## config.mk

```make
export PLATFORM = sky130hd
export DESIGN_NAME = frame_mem_ctrl
export DESIGN_NICKNAME = d
export VERILOG_FILES = /design/src/rtl/frame_mem_ctrl.sv
export SDC_FILE = /design/constraint.sdc
export NUM_CORES = 1
export LEC_CHECK = 0
export ABC_AREA = 0
export ABC_CLOCK_PERIOD_IN_PS = 3100
export BUFFER_PORTS_ARGS = -buffer_cell sky130_fd_sc_hd__buf_4
export CAP_MARGIN = 20
export CORE_MARGIN = 8
export CORE_UTILIZATION = 58
export DETAILED_ROUTE_END_ITERATION = 12
export PLACE_DENSITY_LB_ADDON = 0.25
export SLEW_MARGIN = 30
export SYNTH_ARGS = -nofsm -noshare
export SYNTH_HDL_FRONTEND = slang
export SYNTH_SLANG_ARGS = --single-unit
```

## constraint.sdc

```tcl
create_clock -name clk -period 3.1 [get_ports clk]
set_clock_uncertainty 0.15 [all_clocks]
set_input_delay 0.155 -clock clk [delete_from_list [all_inputs] [get_ports clk]]
set_output_delay 0.155 -clock clk [all_outputs]
set_load 0.01 [all_outputs]
```

## src/rtl/frame_mem_ctrl.sv

```systemverilog
// Raster-order frame fetch / write-back controller in front of BRAM port A.
// Define FRAME_MEM_CTRL_DBG_CNT_EN to expose the row/col counters on cnt_img_*_o.
module frame_mem_ctrl #(
  parameter int DATA_W  = 8,
  parameter int MAX_ROW = 540,
  parameter int MAX_COL = 540,
  parameter int ADDR_W  = 19,
  parameter int RD_LAT  = 1,
  parameter int WR_BASE = 0
) (
  input  logic              clk,
  input  logic              rst_n,
  output logic              ena_o,
  output logic              wea_o,
  output logic [ADDR_W-1:0] addr_o,
  output logic [DATA_W-1:0] d2mem_o,
  input  logic [DATA_W-1:0] mem2d_i,
  output logic [DATA_W-1:0] data_o,
  output logic              data_en_o,
  input  logic              fetch_run_i,
  input  logic              mode_i,
  output logic              fetch_done_o,
  input  logic [DATA_W-1:0] pixel_i,
  input  logic              pixel_en_i,
  output logic [9:0]        cnt_img_row_o,
  output logic [9:0]        cnt_img_col_o
);

  typedef enum logic [2:0] {IDLE, READ, DRAIN, WRITE, DONE} state_e;

  localparam logic [9:0]        LAST_ROW   = 10'(MAX_ROW - 1);
  localparam logic [9:0]        LAST_COL   = 10'(MAX_COL - 1);
  localparam logic [ADDR_W-1:0] WR_BASE_A  = ADDR_W'(WR_BASE);
  localparam logic [1:0]        DRAIN_LAST = 2'(RD_LAT - 1);

  state_e              state_q, state_d;
  logic [9:0]          row_q, row_d, col_q, col_d;
  logic [ADDR_W-1:0]   addr_q, addr_d;
  logic [1:0]          drain_q, drain_d;
  logic                arm_q, arm_d;
  logic [RD_LAT:1]     vld_pipe_q, vld_pipe_d;
  logic                rd_issue, wr_issue, last_px, active;

  always_comb begin
    active   = (state_q == READ) || (state_q == DRAIN) || (state_q == WRITE);
    rd_issue = (state_q == READ) && fetch_run_i;
    wr_issue = (state_q == WRITE) && fetch_run_i && pixel_en_i;
    last_px  = (row_q == LAST_ROW) && (col_q == LAST_COL);
  end

  always_comb begin
    state_d = state_q;
    row_d   = row_q;
    col_d   = col_q;
    addr_d  = addr_q;
    drain_d = drain_q;
    // A finished run re-arms only once fetch_run_i has been seen low.
    arm_d   = arm_q | ~fetch_run_i;
    case (state_q)
      IDLE: begin
        row_d   = '0;
        col_d   = '0;
        drain_d = '0;
        if (fetch_run_i && arm_q) begin
          state_d = mode_i ? WRITE : READ;
          addr_d  = mode_i ? WR_BASE_A : '0;
        end
      end
      READ, WRITE: begin
        if (rd_issue || wr_issue) begin
          if (last_px) begin
            state_d = (state_q == READ) ? DRAIN : DONE;
          end else begin
            addr_d = addr_q + 1'b1;
            if (col_q == LAST_COL) begin
              col_d = '0;
              row_d = row_q + 10'd1;
            end else begin
              col_d = col_q + 10'd1;
            end
          end
        end
      end
      DRAIN: begin
        if (drain_q == DRAIN_LAST) state_d = DONE;
        else                       drain_d = drain_q + 2'd1;
      end
      DONE: begin
        state_d = IDLE;
        arm_d   = 1'b0;
      end
      default: state_d = IDLE;
    endcase
    if (active && !fetch_run_i) state_d = IDLE;
  end

  // Read-valid shift register; an abort flushes everything in flight.
  always_comb begin
    vld_pipe_d    = '0;
    vld_pipe_d[1] = rd_issue;
    for (int i = 2; i <= RD_LAT; i++) vld_pipe_d[i] = vld_pipe_q[i-1];
    if (!fetch_run_i) vld_pipe_d = '0;
  end

  always_ff @(posedge clk or negedge rst_n) begin
    if (!rst_n) begin
      state_q    <= IDLE;
      row_q      <= '0;
      col_q      <= '0;
      addr_q     <= '0;
      drain_q    <= '0;
      arm_q      <= 1'b1;
      vld_pipe_q <= '0;
    end else begin
      state_q    <= state_d;
      row_q      <= row_d;
      col_q      <= col_d;
      addr_q     <= addr_d;
      drain_q    <= drain_d;
      arm_q      <= arm_d;
      vld_pipe_q <= vld_pipe_d;
    end
  end

  // Outputs decode registered state, so reset clears them without waiting for an edge.
  always_comb begin
    ena_o        = rd_issue || wr_issue;
    wea_o        = wr_issue;
    addr_o       = (rd_issue || wr_issue) ? addr_q : '0;
    d2mem_o      = wr_issue ? pixel_i : '0;
    data_en_o    = vld_pipe_q[RD_LAT] && fetch_run_i &&
                   ((state_q == READ) || (state_q == DRAIN));
    // mem2d_i is the BRAM output register, already aligned to the strobe.
    data_o       = data_en_o ? mem2d_i : '0;
    fetch_done_o = (state_q == DONE);
  end

`ifdef FRAME_MEM_CTRL_DBG_CNT_EN
  assign cnt_img_row_o = row_q;
  assign cnt_img_col_o = col_q;
`else
  assign cnt_img_row_o = '0;
  assign cnt_img_col_o = '0;
`endif

endmodule

```

==> impl_metrics.env, run 1 <==
export IMPL_required_ns=2.79
export IMPL_post_drt_wl_per_cell_um=15.8
export IMPL_totalWireLength_um=7580
export IMPL_die_x_um=88.7
export IMPL_cp_top_family="simple AND/OR/NAND/NOR gates"
export IMPL_cts_sinks=46
export IMPL_grt_pass1_vias=2615
export IMPL_routed_via_density=5.89
export IMPL_nFillCells=416
export IMPL_yosys_warnings=0
export IMPL_reg2reg_slack_ns=0.77
export IMPL_netlist_top_cell_by_area="dfrtp_1"
export IMPL_cts_buffer_depth=2
export IMPL_avgSynthCellArea_um2=8.61
export IMPL_ant_nets=0
export IMPL_end_kind="primary output"
export IMPL_globalplace_congestion=0.850
export IMPL_synth_distinct_cells=55
export IMPL_max_freq_ghz=0.427
export IMPL_drc_errors=0
export IMPL_maxSlewHeadroom_pct=60.6
export IMPL_synthAdderAreaFrac_pct=1.63
export IMPL_drt_initial_drc_count=193
export IMPL_cap_violations=0
export IMPL_slowest_delay_ns=0.61
export IMPL_slew_viol_final=0
export IMPL_ys_ff_latch=46
export IMPL_finalNetCount=435
export IMPL_rows=26
export IMPL_cp_num_buf_inv=2
export IMPL_area_growth_pct=16.9
export IMPL_synth_xor_area_share_pct=0.286
export IMPL_grt_usage_pct=19.5
export IMPL_synth_simple_area_share_pct=27.9
export IMPL_hold_buffers=2
export IMPL_dr_pass1_iters=5
export IMPL_leakage_nw=1.63
export IMPL_dieArea_um2=7870
export IMPL_worst_pin_slew_ns=0.591
export IMPL_path_class="reg -> out"
export IMPL_synth_compound_area_share_pct=22.2
export IMPL_ys_flop_type="dfrtp_1"
export IMPL_syn_inst=356
export IMPL_cts_resized=0
export IMPL_grt_remaining_overflow=0
export IMPL_fin_tns_setup_ns=0
export IMPL_finalHoldViolCount=0
export IMPL_outcome="finished clean"
export IMPL_coreArea_um2=5110
export IMPL_grt_antenna_before_repair=0
export IMPL_cts_tree="built"
export IMPL_synthArstFlopShare_pct=100
export IMPL_cts_htree_levels=2
export IMPL_root_buffer="clkbuf_8"
export IMPL_cp_data_arrival_time_ns=2.03
export IMPL_cts_buffers=5
export IMPL_ys_top_cells_by_area="dfrtp_1 (37%), o21ai_0 (9.0%), and2_1 (7.5%)"
export IMPL_synth_top_family_by_area="simple AND/OR/NAND/NOR gates"
export IMPL_power_density_nw_per_um2=497
export IMPL_final_common_cell="buf_4"
export IMPL_clkTransAtPathRegs_ns=0.09
export IMPL_most_common_layout_cells="buf_4 (64), o21ai_0 (55), dfrtp_1 (45)"
export IMPL_diodes=0
export IMPL_dp_cells=471
export IMPL_port_buffers=59
export IMPL_path_max_fanout=28
export IMPL_rsz0062_at_grt="false"
export IMPL_irDropWorstVdd_v=0.000397
export IMPL_via_count=2832
export IMPL_hold_class="in -> reg"
export IMPL_clk_latency_ns=0.30
export IMPL_start_kind="register"
export IMPL_grt_first_pass_wirelength_um=12400
export IMPL_post_dp_hpwl_um=5460
export IMPL_io_pins=80
export IMPL_postCtsSetupRepairBufs=0
export IMPL_syn_cell_area_um2=3070
export IMPL_floorplan_initialDensity_pct=60.0
export IMPL_yosysSeqAreaShare_pct=37.6
export IMPL_final_setup_viol_count=0
export IMPL_cp_cell_sequence="nand2b_1 -> nand3_2 -> clkinv_2 -> and2_1 -> buf_4"
export IMPL_finalCriticalPeriod_ns=2.34
export IMPL_dieHeight_um=88.7
export IMPL_finalNonFillerCells=481
export IMPL_crit_slowest_cell="dfrtp_1"
export IMPL_synth_edff_count=0
export IMPL_period_share_pct=75.5
export IMPL_drive_gt1_share_pct=21.4
export IMPL_muxShareOfSynthArea_pct=1.35
export IMPL_synth_top_cell_area_share_pct=36.7
export IMPL_grt_start_max_net_pins=47
## sequential cells by signal, summed over array words and instances (netlist names)
register,cells
addr_q,19
col_q,10
row_q,10
state_q,3
drain_q,2
arm_q,1
vld_pipe_q,1
## stage by stage
stage | util [%] | hold slack [ns] | power [mW] | area, µm² | worst slack, ns
2_1_floorplan | - | -0.291 | 1.17 | 3140 | 1.21
3_5_place_dp | 67.7 | 0.0480 | 1.33 | 3460 | 0.801
4_1_cts | 70.2 | 0.122 | 1.77 | 3590 | 0.774
6_report | 70.2 | 0.117 | 1.78 | 3590 | 0.760
5_1_grt | 70.2 | 0.148 | 1.88 | 3590 | 0.615
3_3_place_gp | 67.7 | 0.0461 | 1.31 | 3460 | 0.879
## per-layer routing
layer	wire, µm	track usage, %	vias to the layer above
met5	0	0	-
met4	69	4.61	0
met3	388	3.44	11
met2	3810	32.7	88
met1	3310	25.1	1366
li1	-	-	1367
## area by class of cell
type                       count  area (µm²)  area share (%)
clock buffer                   5        68.8            1.92
tap                           70        87.6            2.44
sequential                    46        1150            32.1
clock inverter                 3        40.0            1.12
multi-input combinational    284        1710            47.7
timing repair buffer          66         500            14.0
inverter                       7        27.5           0.768
## path summary, 6_finish.rpt
kind	start	end	cells past startpoint
worst max-delay path	state_q[1]	addr_o[1]	5
worst min-delay path	mode_i	state_q[1]	4
worst max register to register	row_q[0]	col_q[4]	7
worst min register to register	row_q[9]	row_q[9]	1
max in group asynchronous	rst_n	addr_q[0]	2
min in group asynchronous	rst_n	drain_q[0]	2
## worst register-to-register path: stages, from the launching register on
cell      delay, ns
dfrtp_1        0.39
ha_1           0.21
nor4bb_1       0.23
nand4_1        0.32
buf_4          0.29
o31ai_4        0.40
o21ai_0        0.17
o21ai_0        0.10
## power breakdown
group	internal (mW)	switching (mW)
clock network	0.238	0.216
logic	0.228	0.387
registers	0.646	0.0657
total	1.11	0.669
## cell usage after synthesis (2+ instances only)
cell,n
a311oi_1,2
dfrtp_1,45
clkbuf_1,8
o21ai_0,55
inv_1,6
buf_6,2
nand2_1,20
o21ai_1,4
o31ai_1,12
a22o_1,2
nand4_1,15
a21oi_1,7
and2_1,37
nor2_1,25
buf_2,3
a31oi_1,12
buf_4,23
mux2i_1,3
nand2b_1,4
o311ai_0,2
nor3_1,8
nand3_1,16
and3_1,10
ha_1,4
## cell families after synthesis
| group | after synthesis |
|---|---|
| AO/OA/AOI/OAI | 106 |
| XOR/XNOR | 1 |
| adder cells (fa/ha/maj) | 4 |
| buffers and inverters | 45 |
| flip-flops | 46 |
| multiplexers | 4 |
| other | 1 |
| AND/OR/NAND/NOR | 149 |
Note: power is estimated with default switching activity, not from simulation.
==> run 2: changes to the inputs <==
--- a/config.mk
+++ b/config.mk
@@ -6,11 +6,11 @@
 export NUM_CORES = 1
 export LEC_CHECK = 0
 export ABC_AREA = 0
-export ABC_CLOCK_PERIOD_IN_PS = 3100
+export ABC_CLOCK_PERIOD_IN_PS = 2100
 export BUFFER_PORTS_ARGS = -buffer_cell sky130_fd_sc_hd__buf_4
 export CAP_MARGIN = 20
 export CORE_MARGIN = 8
-export CORE_UTILIZATION = 58
+export CORE_UTILIZATION = 48
 export DETAILED_ROUTE_END_ITERATION = 12
 export PLACE_DENSITY_LB_ADDON = 0.25
 export SLEW_MARGIN = 30
==> constraint.sdc (replaced) <==
create_clock -name clk -period 2.1 [get_ports clk]
set_clock_uncertainty 0.15 [all_clocks]
set_input_delay 0.105 -clock clk [delete_from_list [all_inputs] [get_ports clk]]
set_output_delay 0.105 -clock clk [all_outputs]
set_load 0.01 [all_outputs]
==> impl_metrics.env, run 2 (synthesis gave the netlist of run 1 again) <==
export IMPL_leakage_nw=1.71
export IMPL_final_common_cell="buf_4"
export IMPL_ant_nets=0
export IMPL_drive_gt1_share_pct=24.9
export IMPL_cts_htree_levels=2
export IMPL_grt_antenna_before_repair=0
export IMPL_hold_end="state_q[1]"
export IMPL_finalCriticalPeriod_ns=2.01
export IMPL_drc_errors=0
export IMPL_drt_initial_drc_count=165
export IMPL_largest_reg_flops=19
export IMPL_grt_start_max_net_pins=47
export IMPL_cp_cell_sequence="ha_1 -> nor4bb_2 -> nand4_1 -> buf_6 -> o31ai_4 -> buf_6 -> o21ai_0 -> o31ai_1"
export IMPL_routed_via_density=5.58
export IMPL_finalNonFillerCells=502
export IMPL_root_buffer="clkbuf_8"
export IMPL_start_kind="register"
export IMPL_post_dp_hpwl_um=5410
export IMPL_rsz0062_at_grt="true"
export IMPL_dr_pass1_iters=4
export IMPL_grt_pass1_vias=2665
export IMPL_top_register="addr_q"
export IMPL_cp_data_arrival_time_ns=2.04
export IMPL_hold_class="in -> reg"
export IMPL_finalNetCount=450
export IMPL_cts_buffer_depth=2
export IMPL_slowest_delay_ns=0.39
export IMPL_clkTransAtPathRegs_ns=0.08
export IMPL_area_growth_pct=21.7
export IMPL_cts_sinks=46
export IMPL_reg2reg_slack_ns=0.09
export IMPL_most_common_layout_cells="buf_4 (75), o21ai_0 (53), dfrtp_1 (44)"
export IMPL_power_density_nw_per_um2=682
export IMPL_grt_usage_pct=16.7
export IMPL_setup_slack_ns=0.0948
export IMPL_finalHoldViolCount=0
export IMPL_crit_slowest_cell="dfrtp_1"
export IMPL_r2r_start="row_q[0]"
export IMPL_dieHeight_um=95.9
export IMPL_r2r_end="col_q[3]"
export IMPL_worst_pin_slew_ns=0.596
export IMPL_grt_remaining_overflow=0
export IMPL_fin_tns_setup_ns=0
export IMPL_irDropWorstVdd_v=0.000474
export IMPL_cp_common_cell="buf_6"
export IMPL_io_pins=80
export IMPL_cts_tree="built"
export IMPL_dieArea_um2=9200
export IMPL_globalplace_congestion=0.828
export IMPL_path_max_fanout=10
export IMPL_coreArea_um2=6280
export IMPL_max_freq_ghz=0.499
export IMPL_reg_largest_list="addr_q (19), col_q (10), row_q (10)"
export IMPL_rows=29
export IMPL_nFillCells=586
export IMPL_period_share_pct=95.5
export IMPL_min_from="mode_i"
export IMPL_via_count=2801
export IMPL_r2r_cells=8
export IMPL_die_x_um=95.9
export IMPL_diodes=0
export IMPL_cap_violations=0
export IMPL_outcome="finished clean"
export IMPL_path_class="reg -> reg"
export IMPL_final_setup_viol_count=0
export IMPL_dp_cells=487
export IMPL_cp_num_buf_inv=2
export IMPL_maxSlewHeadroom_pct=60.2
export IMPL_port_buffers=59
export IMPL_post_drt_wl_per_cell_um=15.0
export IMPL_required_ns=2.13
export IMPL_hold_worst_slack_ns=0.0672
export IMPL_cts_buffers=5
export IMPL_slew_viol_final=0
export IMPL_totalWireLength_um=7530
export IMPL_end_kind="register"
export IMPL_floorplan_initialDensity_pct=48.9
export IMPL_dp_slack_ns=0.0506
export IMPL_cp_top_family="simple AND/OR/NAND/NOR gates"
export IMPL_whs_path_depth=4
export IMPL_clk_latency_ns=0.29
export IMPL_grt_first_pass_wirelength_um=12400
-- run 2: changes by cell type in the layout (fill, tap and decap cells not counted), moves of 2 or more --
cell / delta
o21ai_0: -2
o21ai_1: +2
clkinv_2: -3
buf_6: +3
buf_4: +11
clkbuf_1: +2
-- run 2: worst max path at each step --
stage	from	endpoint	slack, ns	depth (start not counted)
2_1_floorplan	row_q[0]	addr_q[2]	0.21	8
3_3_place_gp	row_q[0]	col_q[3]	0.09	7
3_5_place_dp	row_q[0]	col_q[3]	0.05	7
4_1_cts	row_q[0]	col_q[3]	0.03	7
5_1_grt	col_q[1]	addr_q[3]	-0.009	7
6_report	row_q[0]	col_q[3]	0.09	8
-- run 2: timing repair --
item,4_1_cts,5_1_grt
pin swaps,1,2
hold buffers,2,0
endpoints found under the hold margin,47,0
resized for setup,1,12
setup buffers,0,6
setup endpoints to repair,13,45
-- run 2: metrics by stage --
step	cell area, µm²	total power, mW	utilization, %
floorplan	3140	1.72	-
global route	3730	2.72	59.4
detailed placement	3530	1.99	56.3
CTS	3630	2.51	57.9
global placement	3530	1.98	56.3
finish	3730	2.55	59.4
-- run 2: metal layers --
metal	part of all wire, %	global-route usage, %	vias up
met3	3.5	2.81	6
li1	-	-	1398
met4	0.93	5.51	0
met1	46	22.0	1339
met2	49	27.1	58
met5	0	0	-
-- run 2: area by class of cell --
class,count,area [µm²],area share [%]
multi-input combinational,284,1740,46.5
sequential,46,1150,30.9
timing repair buffer,81,637,17.1
tap,77,96.3,2.58
clock buffer,7,76.3,2.05
inverter,7,31.3,0.838
-- run 2: worst register-to-register path, stage by stage (launching register included) --
cell and delay, ns:
dfrtp_1 0.39, ha_1 0.17, nor4bb_2 0.21, nand4_1 0.21
buf_6 0.21, o31ai_4 0.22, buf_6 0.16, o21ai_0 0.09
o31ai_1 0.09
-- run 2: report_power, final --
group          total [mW]  leakage, nW  internal (mW)  switching, mW
Sequential           1.04        0.633          0.956         0.0829
Clock               0.510       0.0383          0.230          0.280
Combinational       0.996         1.04          0.412          0.584
==> run 3: changes to the inputs <==
--- a/config.mk
+++ b/config.mk
@@ -10,7 +10,7 @@
 export BUFFER_PORTS_ARGS = -buffer_cell sky130_fd_sc_hd__buf_4
 export CAP_MARGIN = 20
 export CORE_MARGIN = 8
-export CORE_UTILIZATION = 48
+export CORE_UTILIZATION = 27
 export DETAILED_ROUTE_END_ITERATION = 12
 export PLACE_DENSITY_LB_ADDON = 0.25
 export SLEW_MARGIN = 30
==> impl_metrics.env, run 3 (synthesis gave the netlist of run 1 again) <==
export IMPL_period_share_pct=95.1
export IMPL_use_met1_pct=14.2
export IMPL_crit_slowest_cell="dfrtp_1"
export IMPL_hold_worst_slack_ns=0.0806
export IMPL_fin_tns_setup_ns=0
export IMPL_placedInstanceArea_um2=3680
export IMPL_ant_nets=0
export IMPL_cts_sinks=46
export IMPL_totalWireLength_um=8680
export IMPL_cp_num_buf_inv=2
export IMPL_dieHeight_um=123
export IMPL_drive_gt1_share_pct=27.8
export IMPL_multi_input_area_um2=1770
export IMPL_most_common_layout_cells="buf_4 (85), o21ai_0 (54), dfrtp_1 (43)"
export IMPL_start_kind="register"
export IMPL_grt_remaining_overflow=0
export IMPL_finalNetCount=460
export IMPL_path_class="reg -> reg"
export IMPL_drc_errors=0
export IMPL_cp_top_family="compound AO/OA/AOI/OAI gates"
export IMPL_final_common_cell="buf_4"
export IMPL_grt_first_pass_wirelength_um=14000
export IMPL_irDropWorstVdd_v=0.000346
export IMPL_cp_common_cell="buf_4"
export IMPL_met3_usage_pct=2.30
export IMPL_slowest_delay_ns=0.38
export IMPL_root_buffer="clkbuf_16"
export IMPL_area_growth_pct=30.3
export IMPL_diodes=0
export IMPL_finalCriticalPeriod_ns=2.00
export IMPL_drt_initial_drc_count=190
export IMPL_cap_violations=0
export IMPL_leakage_nw=1.78
export IMPL_cts_buffers=5
export IMPL_grt_antenna_before_repair=0
export IMPL_via_count=2913
export IMPL_largest_reg_flops=19
export IMPL_max_freq_ghz=0.501
export IMPL_reg_largest_list="addr_q (19), col_q (10), row_q (10)"
export IMPL_cts_tree="built"
export IMPL_clkTransAtPathRegs_ns=0.07
export IMPL_grt_start_max_net_pins=47
export IMPL_reg2reg_slack_ns=0.10
export IMPL_end_kind="register"
export IMPL_slew_viol_final=0
export IMPL_post_drt_wl_per_cell_um=15.0
export IMPL_busiest_layer="met2"
export IMPL_maxSlewHeadroom_pct=58.2
export IMPL_globalplace_congestion=0.805
export IMPL_cts_htree_levels=2
export IMPL_cp_data_arrival_time_ns=2.02
export IMPL_hold_class="in -> reg"
export IMPL_die_x_um=123
export IMPL_final_cell_area_um2=4000
export IMPL_port_buffers=59
export IMPL_required_ns=2.12
export IMPL_final_setup_viol_count=0
export IMPL_cp_cell_sequence="ha_2 -> nor4bb_4 -> nand4_1 -> buf_4 -> buf_4 -> o21a_4 -> a21oi_1 -> nor2_1"
export IMPL_coreArea_um2=11300
export IMPL_routed_via_density=5.03
export IMPL_grt_pass1_vias=2839
export IMPL_met2_usage_pct=18.8
export IMPL_dieArea_um2=15000
export IMPL_grt_usage_pct=11.2
export IMPL_floorplan_initialDensity_pct=27.2
export IMPL_outcome="finished clean"
export IMPL_post_dp_hpwl_um=6090
export IMPL_finalHoldViolCount=0
export IMPL_rows=39
export IMPL_p_total_mw=2.97
export IMPL_io_pins=80
export IMPL_nFillCells=1157
export IMPL_path_max_fanout=13
export IMPL_power_density_nw_per_um2=744
export IMPL_worst_pin_slew_ns=0.626
export IMPL_dr_pass1_iters=4
export IMPL_seq_area_um2=1150
export IMPL_cts_buffer_depth=2
export IMPL_clk_latency_ns=0.29
export IMPL_top_register="addr_q"
-- run 3: routing by layer --
layer	routed length, µm	vias up
met4	68	0
met3	462	7
met1	3890	1405
met2	4260	82
li1	-	1419
met5	0	-
-- run 3: report_power, final --
group	leakage (nW)	switching [mW]	internal (mW)
logic	1.07	0.628	0.474
clock network	0.0739	0.342	0.473
registers	0.631	0.0989	0.959
-- run 3: layout make-up --
class	count	area share [%]
multi-input cells	285	44.4
flip-flops and latches	46	28.9
repair buffers	90	17.8
well taps	143	4.48
clock buffers	7	3.57
inverters	7	0.783
clock inverters	1	0.125
-- run 3: what timing repair did --
action,CTS,global route
buffers inserted,1,7
cloned,0,1
pin swaps,1,3
hold endpoints to repair,47,0
endpoints found under the setup margin,19,56
gates resized for setup,3,12
hold buffers,2,0
-- run 3: final timing paths --
| path | from | endpoint | depth (start not counted) |
|---|---|---|---|
| max | row_q[0] | addr_q[2] | 8 |
| min | mode_i | state_q[1] | 4 |
| max reg2reg | row_q[0] | addr_q[2] | 8 |
| min reg2reg | row_q[9] | row_q[9] | 1 |
| max in group asynchronous | rst_n | state_q[0] | 2 |
| min in group asynchronous | rst_n | drain_q[1] | 2 |
-- run 3: tightest hold or removal path: cells and delay by family --
kind / cells / cell delay, ns
multiplexers: 2 / 0.16
buffers and inverters: 1 / 0.11
AND/OR/NAND/NOR: 1 / 0.11
-- run 3: through the flow --
stage,instances,utilization [%],setup WS (ns)
floorplan,375,-,0.207
global placement,560,32.7,0.0585
detailed placement,560,32.7,-0.0413
CTS,571,34.4,0.0123
global route,579,35.5,-0.00665
finish,579,35.5,0.103
